**src/rtl/instr_fetch.sv**
```systemverilog
// instr_fetch: RV32I fetch unit -- owns the fetch PC, reads imem over req/ack, queues words+PCs for decode
//
// Ports
//   clk_i, reset_i            clock, synchronous active-high reset
//   redirect_i/_addr_i        one-cycle redirect pulse and target; flushes the queue
//   imem_req_o/_addr_o        registered word-read request, address held until ack
//   imem_ack_i/_rdata_i       transfer completes on an edge with req && ack
//   out_valid_o/_ready_i      queue head handshake towards decode
//   out_instr_o/_pc_o         head instruction word and its address (zero when empty)
//   misalign_err_o            sticky flag: a redirect target was not word aligned
module instr_fetch #(
  parameter logic [31:0] RESET_ADDR = 32'h0000_0000,
  parameter int          DEPTH      = 2
) (
  input  logic        clk_i,
  input  logic        reset_i,
  input  logic        redirect_i,
  input  logic [31:0] redirect_addr_i,
  output logic        imem_req_o,
  output logic [31:0] imem_addr_o,
  input  logic        imem_ack_i,
  input  logic [31:0] imem_rdata_i,
  output logic        out_valid_o,
  input  logic        out_ready_i,
  output logic [31:0] out_instr_o,
  output logic [31:0] out_pc_o,
  output logic        misalign_err_o
);
  localparam int AW = (DEPTH > 1) ? $clog2(DEPTH) : 1;
  localparam logic [AW:0] FULL = (AW+1)'(DEPTH);
  // DROP marks a request whose data became stale through a redirect; its ack is swallowed.
  typedef enum logic [1:0] {IDLE, WAIT, DROP} state_e;
  state_e      state_q;
  logic        imem_req_q;
  logic        misalign_q;
  logic [31:0] imem_addr_q;
  logic [31:0] fetch_addr_q;
  logic [31:0] pc_q    [DEPTH];
  logic [31:0] instr_q [DEPTH];
  logic [AW-1:0] rd_q;
  logic [AW-1:0] wr_q;
  logic [AW:0] cnt_q;
  logic [AW:0] cnt_d;
  logic        ack;
  logic        pop;
  logic        push;
  logic        bad;
  logic        halt;
  logic [31:0] next_addr;
  always_comb begin
    ack       = imem_req_q & imem_ack_i;
    pop       = (cnt_q != '0) & out_ready_i;
    push      = ack & (state_q == WAIT) & ~redirect_i;
    cnt_d     = cnt_q + (AW+1)'(push) - (AW+1)'(pop);
    bad       = redirect_addr_i[1:0] != 2'b00;
    halt      = misalign_q | bad;
    next_addr = fetch_addr_q + 32'd4;
  end
  always_ff @(posedge clk_i) begin
    if (push && !reset_i) begin
      pc_q[wr_q]    <= fetch_addr_q;
      instr_q[wr_q] <= imem_rdata_i;
    end
  end
  always_ff @(posedge clk_i) begin
    if (reset_i) begin
      state_q      <= IDLE;
      imem_req_q   <= 1'b0;
      imem_addr_q  <= RESET_ADDR;
      fetch_addr_q <= RESET_ADDR;
      misalign_q   <= 1'b0;
      cnt_q        <= '0;
      rd_q         <= '0;
      wr_q         <= '0;
    end else if (redirect_i) begin
      cnt_q        <= '0;
      rd_q         <= '0;
      wr_q         <= '0;
      fetch_addr_q <= redirect_addr_i;
      misalign_q   <= halt;
      case (state_q)
        WAIT: begin
          if (!ack) begin
            state_q <= DROP;
          end else if (!halt) begin
            imem_addr_q <= redirect_addr_i;
          end else begin
            state_q    <= IDLE;
            imem_req_q <= 1'b0;
          end
        end
        DROP: begin
          if (ack) begin
            state_q    <= IDLE;
            imem_req_q <= 1'b0;
          end
        end
        default: begin
          if (!halt) begin
            state_q     <= WAIT;
            imem_req_q  <= 1'b1;
            imem_addr_q <= redirect_addr_i;
          end
        end
      endcase
    end else begin
      cnt_q <= cnt_d;
      if (push) wr_q <= wr_q + AW'(1);
      if (pop) rd_q <= rd_q + AW'(1);
      case (state_q)
        WAIT: begin
          if (ack) begin
            fetch_addr_q <= next_addr;
            // Keep the request up back-to-back only while a slot remains after this edge.
            if (cnt_d < FULL) begin
              imem_addr_q <= next_addr;
            end else begin
              state_q    <= IDLE;
              imem_req_q <= 1'b0;
            end
          end
        end
        DROP: begin
          if (ack) begin
            state_q    <= IDLE;
            imem_req_q <= 1'b0;
          end
        end
        default: begin
          if (cnt_q < FULL && !misalign_q) begin
            state_q     <= WAIT;
            imem_req_q  <= 1'b1;
            imem_addr_q <= fetch_addr_q;
          end
        end
      endcase
    end
  end
  assign imem_req_o     = imem_req_q;
  assign imem_addr_o    = imem_addr_q;
  assign misalign_err_o = misalign_q;
  assign out_valid_o    = cnt_q != '0;
  assign out_instr_o    = out_valid_o ? instr_q[rd_q] : '0;
  assign out_pc_o       = out_valid_o ? pc_q[rd_q] : '0;
endmodule
```
**config.mk**
```make
export PLATFORM = sky130hd
export DESIGN_NAME = instr_fetch
export DESIGN_NICKNAME = d
export VERILOG_FILES = /design/src/rtl/instr_fetch.sv
export SDC_FILE = /design/constraint.sdc
export NUM_CORES = 1
export LEC_CHECK = 0
export ABC_AREA = 1
export CORE_ASPECT_RATIO = 1.2
export CORE_UTILIZATION = 45
export CTS_CLUSTER_SIZE = 30
export DETAILED_ROUTE_END_ITERATION = 8
export DONT_BUFFER_PORTS = 1
export PLACE_DENSITY = 0.71
export SLEW_MARGIN = 5
export SYNTH_ARGS = -nofsm -noshare
export SYNTH_HDL_FRONTEND = slang
export SYNTH_SLANG_ARGS = --single-unit
```
**constraint.sdc**
```tcl
create_clock -name clk_i -period 8.4 [get_ports clk_i]
set_input_delay 0.84 -clock clk_i [delete_from_list [all_inputs] [get_ports clk_i]]
set_output_delay 0.84 -clock clk_i [all_outputs]
set_load 0.1 [all_outputs]
```
# Word level (Yosys, flattened, before mapping)
# Memories as Yosys holds them, arrays and structs flattened. A register that Yosys moved wholly into a read port is not among the register bits.
# Index checks and enable logic that the tools add are counted.
# word_totals
reg_bits,72
mem_bits_rw,128
input_bits,69
out_inout_bits,99
elab_cells,87
n_memories,2
# mem_list
name,words,width,rd,rd_clocked_by_memory_dff,wr,line,rtl
instr_q,2,32,1,1,1,39,logic [31:0] instr_q [DEPTH];
pc_q,2,32,1,1,1,38,logic [31:0] pc_q [DEPTH];
# op_classes
add_sub_neg,5
order_cmp,2
eq_ne,9
n_mux,39
n_bitwise,7
n_reduce_logical,15
# op_table
operator,count
2-to-1 mux 32 bit,11
case mux 32 bit (2 select lines),2
"adder 32 x 3 -> 32 bit, second input constant",1
2-to-1 mux 2 bit,8
2-to-1 mux 1 bit,14
AND reduction 5 bit,2
"inequality test 3 bit, second input constant",3
case mux 2 bit (2 select lines),2
nonzero test 2 bit,4
bitwise AND 1 bit,4
"< comparator 2 bit, second input constant",2
"inequality test 4 x 2 -> 1 bit, second input constant",1
"inequality test 4 bit, second input constant",1
case mux 1 bit (2 select lines),2
AND reduction 4 bit,1
nonzero test 4 bit,1
"inequality test 3 x 2 -> 1 bit, second input constant",1
nonzero test 3 bit,1
"adder 1 bit, second input constant",2
adder 2 x 1 -> 2 bit,1
"equality test 2 x 1 -> 1 bit, second input constant",1
"equality test 2 bit, second input constant",1
logical AND 1 bit,2
logical NOT 1 bit,2
other kinds (6),7

# Longest topological paths before layout
# Gate-level depths: netlist (run 1).
# logic_depth
word_depth,10
mapped_depth,21
ltp_nobuf,19

# Least setup slack after synthesis (run 1)
# No wires, ideal clock.
# synth_timing
path_kind,flip-flop to flip-flop
start,"reg imem_req_q, in the netlist imem_req_o"
end,"mem instr_q[1][0], enable pin"
setup_time_ns,0.565
t_arrival_ns,5.966
setup_slack_ns,1.870
path_stages_with_launch,5
path_buffers,0
synth_period_minus_slack_ns,6.530
cell_sequence,dfxtp_1 > nand2_1 > nor2_1 > inv_1 > nor3_1
# synth_via
elab_chain_cells,6
# synth_rtl
item,line,rtl
from (decl),34,logic imem_req_q;
from (signal assigned),68,imem_req_q <= 1'b0;
from (signal assigned),89,imem_req_q <= 1'b0;
from (signal assigned),95,imem_req_q <= 1'b0;
bitwise AND 1 bit,51,ack = imem_req_q & imem_ack_i;
bitwise AND 1 bit (2 in series),53,push = ack & (state_q == WAIT) & ~redirect_i;
logical AND 1 bit,60,if (push && !reset_i) begin
2-to-1 mux 1 bit,60,
2-to-1 mux 1 bit (implied by the code),62,instr_q[wr_q] <= imem_rdata_i;
to (decl),39,
# No other way between the ends.

# Worst setup path in the final report (run 1)
# layout_timing
start,"reg imem_req_q, in the netlist imem_req_o"
end,"reg imem_addr_q[8], in the netlist imem_addr_o[8]"
# layout_via
elab_chain_cells,8
elab_cells_between_ends,9
classes_between,add/sub (2); order compare (1); eq/ne (2); bitwise (3); reduce/logical (1)
# layout_rtl
item,line,rtl
bitwise AND 1 bit (*),51,
bitwise AND 1 bit (2 in series),53,
adder 2 x 1 -> 2 bit,54,cnt_d = cnt_q + (AW+1)'(push) - (AW+1)'(pop);
subtractor 2 x 1 -> 2 bit,54,
< comparator 2 bit,115,if (cnt_d < FULL) begin
inequality test 3 x 2 -> 1 bit (no line),-,
AND reduction 4 bit (no line) (*),-,
to (signal assigned),86,imem_addr_q <= redirect_addr_i;
to (signal assigned),116,imem_addr_q <= next_addr;
to (signal assigned),133,imem_addr_q <= fetch_addr_q;
to (decl),36,logic [31:0] imem_addr_q;
# Every way passes the cells marked *; elsewhere a longest branch is shown, timed or not.
# A chain may end at the register's enable or synchronous reset.

==> results.toml, run 1 <==
[detailed_routing]
drt_iter0_drc = 543
finalWirelength_mm = 22.9
drt-pass1-iter-count = 5
drcViolationCount = 0
wl_per_cell_um = 16.8
ant_nets = 0
vias_per_cell = 5.31
vias = 7272

[sta]
relSlewSlack = 0.190
worst_slew_pin_slew_ns = 1.21
setup_viol = 0
drv_slew = 0
finClkSkew_ns = 0.0128
finalHoldViolCount = 0
fin_tns_setup_ns = 0
finalCritPeriodShare = 0.506
clock.fmax_mhz = 235
fin_hold_ws_ns = 0.419
rsz0062_at_grt = "false"
period_minus_slack_ns = 4.25
setup_ws_ns = 4.15

[global_route]
grt_pass1_wl_mm = 37.0
antenna_found_initial = 0
grt_max_degree = 65
grt_pass1_vias = 7089
grt.total_usage = 0.220
overflow = 0

[setup_path]
reg2reg_to = "imem_addr_o[8]"
cpPeakStageDelay_ns = 0.97
crit_path_end_kind = "flip-flop"
cp.arrival_ns = 4.63
path_buf_inv = 4
worst_setup_path_start_kind = "flip-flop"
worstPathRequired_ns = 8.78
r2r_slack_ns = 4.15
crit_top_cell = "nand2_1"
crit_chain = "nand2_1 > nor2_1 > inv_1 > ha_1 > inv_1 > ha_1 > inv_1 > nand2_1 > nand2_1 > nand2_1 > nand2_2 > inv_2 > o21ai_0 > nor2_1"
crit_cells = 14
critPathMaxFanout = 50
cp_slowest_cell = "dfxtp_1"
crit_type = "flip-flop to flip-flop"
r2r_start = "imem_req_o"
r2r_cells = 14
worst_path_dominant_cell_family = "simple AND/OR/NAND/NOR gates"

[final_layout]
n_antenna_cell = 0
drive_gt1_frac = 0.168
fillers = 1797
final_area_um2 = 10600
syn2layout_area_growth_pct = 14.6
fin_nets = 1164

[clocking]
clkLatencyLatePin_ns = 0.49
cts_tree = "yes"
cts_resized = 0
clk_pin_slew_ns = 0.06
cts-root-buf = "clkbuf_16"
post_cts_buffers = 0
clock-sinks = 201
clock_path_buffers = 3
numCtsBuffers = 21
htreeDepth = 1
cts_hold_repair.buffers = 0

[yosys]
syn_inst = 1076
async_reset_ff_frac = 0
synth_warnings = 0
synth_edf_count = 128
synth_nets = 1150
syn-cell-area_um2 = 9250
ys_seq_area_frac = 0.573
synth_seq_cells = 201
ys_dominant_reg_cell = "edfxtp_1"
syn_area_per_cell_um2 = 8.60
yosys.cell_types.count = 36

[power]
p_int_w = 0.00179
irDropWorstVdd_mv = 0.259
power.share.clock = 0.311
p_leak_nw = 4.01
p_per_area_nw_per_um2 = 275
netSwitchingFraction = 0.388
comb_power_share = 0.146
p_sw_w = 0.00113
p_seq_frac = 0.543

[floorplan]
rows = 57
core_area_um2 = 20200
die_area_um2 = 21100
io_pins = 168
die_h_um = 159
die_w_um = 133
start_util = 0.458

[worst_hold_path]
whs_endpoint = "state_q[0]"
hold_class = "primary input to flip-flop"
hold_depth = 1
hp-start = "reset_i"

[placement]
dp_slack_ns = 4.18
io_buffer_count = 0
hpwl_mm = 15.1
gp_congestion = 0.854
dpl_cell_area_um2 = 9920

[run]
maxCapViolCount = 0

[outcome]
status = "finished, final reports clean"
## worst max path at each step
stage	startpoint	endpoint	slack (ns)
2_1_floorplan	imem_req_o	instr_q[1][0]	1.87
3_3_place_gp	imem_req_o	imem_addr_o[16]	4.25
3_5_place_dp	imem_req_o	imem_addr_o[8]	4.18
4_1_cts	imem_req_o	imem_addr_o[8]	4.15
5_1_grt	imem_req_o	imem_addr_o[8]	3.80
6_report	imem_req_o	imem_addr_o[8]	4.15
## sequential cells by signal, indices dropped and copies added, names as in the netlist, named ones only
name            cells
wr_q                1
instr_q            64
cnt_q               2
rd_q                1
imem_req_o          1
misalign_err_o      1
pc_q               64
fetch_addr_q       32
state_q             2
imem_addr_o        32
## routing by layer
metal	part of all wire	wire, um	up-vias	GRT usage
met4	0.020	463	0	0.0679
li1	-	-	3562	-
met2	0.49	11200	254	0.378
met1	0.41	9320	3426	0.276
met3	0.084	1920	30	0.0484
met5	0	0	-	0
## synthesized netlist by cell type, drive strengths merged, types with 2 or more instances
cell	n	area share
nand3	36	0.019
ha	5	0.0068
nor2	102	0.049
or2	2	0.0014
o221ai	4	0.0038
mux2i	2	0.0022
clkbuf	29	0.012
o22ai	3	0.0020
nand4	2	0.0014
a31oi	7	0.0047
a21boi	4	0.0032
and2	2	0.0014
a21oi	123	0.071
nand2	360	0.15
a22o	4	0.0038
dfxtp	73	0.16
nor3	4	0.0022
xor2	8	0.0076
buf	23	0.014
inv	89	0.036
xnor2	4	0.0038
edfxtp	128	0.42
o21ai	60	0.033
## stage by stage
step                total power [W]  utilization  instances
CTS                         0.00294        0.525       1369
global placement            0.00202        0.492       1332
finish                      0.00292        0.525       1369
detailed placement          0.00203        0.492       1332
global route                0.00305        0.525       1369
floorplan                   0.00194            -       1076
## power groups by stage
stage	clock [W]	sequential (W)	combinational [W]
2_1_floorplan	0	0.00158	0.000366
3_3_place_gp	0	0.00160	0.000412
3_5_place_dp	0	0.00160	0.000421
4_1_cts	0.000933	0.00159	0.000424
5_1_grt	0.000966	0.00160	0.000486
6_report	0.000909	0.00159	0.000425
## layout by cell type, fill, tap and decap left out, drive strengths merged, types with 5 or more instances in the layout
cell type / synthesis / layout
nand2: 360 / 360
edfxtp: 128 / 128
a21oi: 123 / 123
nor2: 102 / 102
inv: 89 / 90
dfxtp: 73 / 73
o21ai: 60 / 60
buf: 23 / 43
nand3: 36 / 36
clkbuf: 29 / 22
xor2: 8 / 8
a31oi: 7 / 7
clkinvlp: 0 / 6
clkinv: 0 / 6
ha: 5 / 5
## worst register-to-register path: cells and delay by family, from the launching register on
kind | cells | cell delay [ns]
buf+inv | 4 | 0.65
fa+ha+maj | 2 | 0.51
compound gates | 1 | 0.26
flops | 1 | 0.97
simple gates | 7 | 1.76
## cell type report
type	instances	area (um2)	area share
clock buffer	22	529	0.0499
clock inverter	15	150	0.0142
inverter	89	334	0.0315
multi-input combinational	734	3630	0.342
sequential	201	5310	0.500
tap	265	332	0.0313
timing repair buffer	43	323	0.0304
## cells by family after synthesis
family                     share of synthesized area
and+or+nand+nor                                0.221
AOI/OAI and AO/OA                              0.123
DFF                                            0.573
buffers and inverters                         0.0623
xor gates and xnor gates                      0.0114
adders and majority gates                    0.00676
muxes                                        0.00216
(Power assumes the default switching activity.)
==> run 2, diff against run 1 <==
- ABC_AREA: 1 -> 0
- PLACE_DENSITY: 0.71 -> 0.73
- clock period: 8.4 -> 3.78 ns (I/O delays scaled with it)
==> results.toml, run 2 <==
[detailed_routing]
drt_iter0_drc = 437
vias = 6514
drt-pass1-iter-count = 6
wl_per_cell_um = 19.3
finalWirelength_mm = 22.2
vias_per_cell = 5.66
ant_nets = 0
drcViolationCount = 0

[final_layout]
fin_nets = 950
largestRegisters = "instr_q x64, pc_q x64"
final_common_cell = "edfxtp_1"
drive_gt1_frac = 0.225
seqCellArea_um2 = 5310
n_antenna_cell = 0
fillers = 1646
syn2layout_area_growth_pct = 20.9
final_cell_mix = "128 x edfxtp_1, 79 x buf_4, 72 x dfxtp_1"
final_util = 0.558
multiInputGateArea_um2 = 3690

[floorplan]
core_area_um2 = 19700
start_util = 0.461
io_pins = 168
rows = 56
die_h_um = 158
die_area_um2 = 20800
die_w_um = 132

[power]
p_leak_nw = 3.64
irDropWorstVdd_mv = 0.403
totalPowerFinal_w = 0.00600
p_per_area_nw_per_um2 = 547

[setup_path]
cp.arrival_ns = 3.41
critPathMaxFanout = 13
crit_top_cell = "ha_1"
cp_slowest_cell = "a211o_1"
r2r_cells = 13
crit_type = "flip-flop to flip-flop"
cpPeakStageDelay_ns = 0.49
worst_setup_path_start_kind = "flip-flop"
crit_path_end_kind = "flip-flop"
worstPathRequired_ns = 4.21
crit_chain = "inv_1 > ha_1 > and3_1 > nand2_1 > ha_1 > inv_1 > ha_1 > xnor3_1 > nand2_1 > a211o_1 > buf_4 > a2111oi_0 > a31o_2"

[yosys]
synth_warnings = 0
yosysTopAreaCellShare = 0.423
async_reset_ff_frac = 0
syn_inst = 797
syn_area_per_cell_um2 = 11.4
synth_edf_count = 128
syn-cell-area_um2 = 9080
ys_dominant_reg_cell = "edfxtp_1"
synth_seq_cells = 201
yosys.cell_types.count = 64
ys_seq_area_frac = 0.584
synth_nets = 871
yosys.area.top_type = "edfxtp_1"
synthTopCellsByCount = "128 x edfxtp_1, 105 x nor2_1, 73 x dfxtp_1"
synthTopCellsByArea = "edfxtp_1 42%, dfxtp_1 16%, mux2i_1 7.8%"
yosysMostFrequentCell = "edfxtp_1"

[clocking]
clk_pin_slew_ns = 0.06
clkLatencyLatePin_ns = 0.49
numCtsBuffers = 21
clock_path_buffers = 3
cts_tree = "yes"
htreeDepth = 1
clock-sinks = 201
cts-root-buf = "clkbuf_16"

[global_route]
grt.total_usage = 0.211
overflow = 0
grt_max_degree = 72
antenna_found_initial = 0
grt_pass1_vias = 6264
grt_pass1_wl_mm = 34.2

[worst_hold_path]
hold_depth = 1
hold_class = "primary input to flip-flop"

[sta]
setup_viol = 0
relSlewSlack = 0.266
drv_slew = 0
worst_slew_pin_slew_ns = 1.10
setup_ws_ns = 0.799
rsz0062_at_grt = "false"
finalHoldViolCount = 0
finalCritPeriodShare = 0.789
period_minus_slack_ns = 2.98
clock.fmax_mhz = 335
fin_hold_ws_ns = 0.0300
finClkSkew_ns = 0.0114

[outcome]
status = "finished, final reports clean"

[placement]
hpwl_mm = 14.5
io_buffer_count = 0
dp_slack_ns = 0.816
gp_congestion = 0.870

[run]
maxCapViolCount = 0
## run 2: cell types whose count changed after synthesis, moves of 14 or more
cell	change
nand2_1	-308
a21oi_1	-94
inv_1	-71
mux2i_1	+69
o21ai_0	-31
nor2_1	+21
xnor2_1	+20
nand3_1	-15
nor4_1	+15
a211oi_1	+14
## run 2: cell families after synthesis
family | synth area share
AOI/OAI and AO/OA | 0.107
muxes | 0.0782
adders and majority gates | 0.00689
xor gates and xnor gates | 0.0459
buffers and inverters | 0.0318
and+or+nand+nor | 0.146
DFF | 0.584
## run 2: path summary, 6_finish.rpt
kind / start / slack (ns) / endpoint
setup / recovery: state_q[1] / 0.80 / imem_addr_o[10]
hold / removal: redirect_addr_i[2] / 0.03 / fetch_addr_q[2]
setup reg to reg: state_q[1] / 0.80 / imem_addr_o[10]
hold reg to reg: state_q[0] / 0.49 / state_q[0]
## run 2: final cells by class
class                   count  share of cell area
clock inverters            10             0.00707
inverters                  14             0.00479
repair buffers            113              0.0868
well taps                 261              0.0297
clock buffers              27              0.0517
flip-flops and latches    201               0.484
multi-input cells         525               0.336
## run 2: critical path, delay by kind of cell (launching register included)
family / cells / cell delay (ns)
compound gates: 3 / 0.98
fa+ha+maj: 3 / 0.62
simple gates: 3 / 0.37
buf+inv: 3 / 0.36
flops: 1 / 0.33
xor+xnor: 1 / 0.24
## run 2: metrics by stage
stage	setup TNS, ns	instances	instance area, um2
after floorplan	-90.91	797	9090
after global placement	0	1081	9990
after detailed placement	0	1081	9990
after CTS	0	1151	11000
after global routing	0	1151	11000
final	0	1151	11000
## run 2: repair_timing
item,4_1_cts,5_1_grt
setup buffers,0,0
hold endpoints to repair,92,0
hold buffers,33,0
resized for setup,0,0
## run 2: per-layer routing
metal  wire length, um  track usage  share of wire  vias up
li1                  -            -              -     3090
met1              8900        0.252           0.40     3141
met2             11000        0.370           0.50      242
met3              1750       0.0544          0.079       41
met4               525       0.0703          0.024        0
met5                 0            0              0        -
## run 2: power breakdown
| part | total (W) | internal (W) | leakage, nW | switching, W |
|---|---|---|---|---|
| Clock | 0.00194 | 0.00113 | 0.309 | 0.000808 |
| Combinational | 0.000790 | 0.000271 | 1.57 | 0.000519 |
| Sequential | 0.00328 | 0.00247 | 1.76 | 0.000802 |
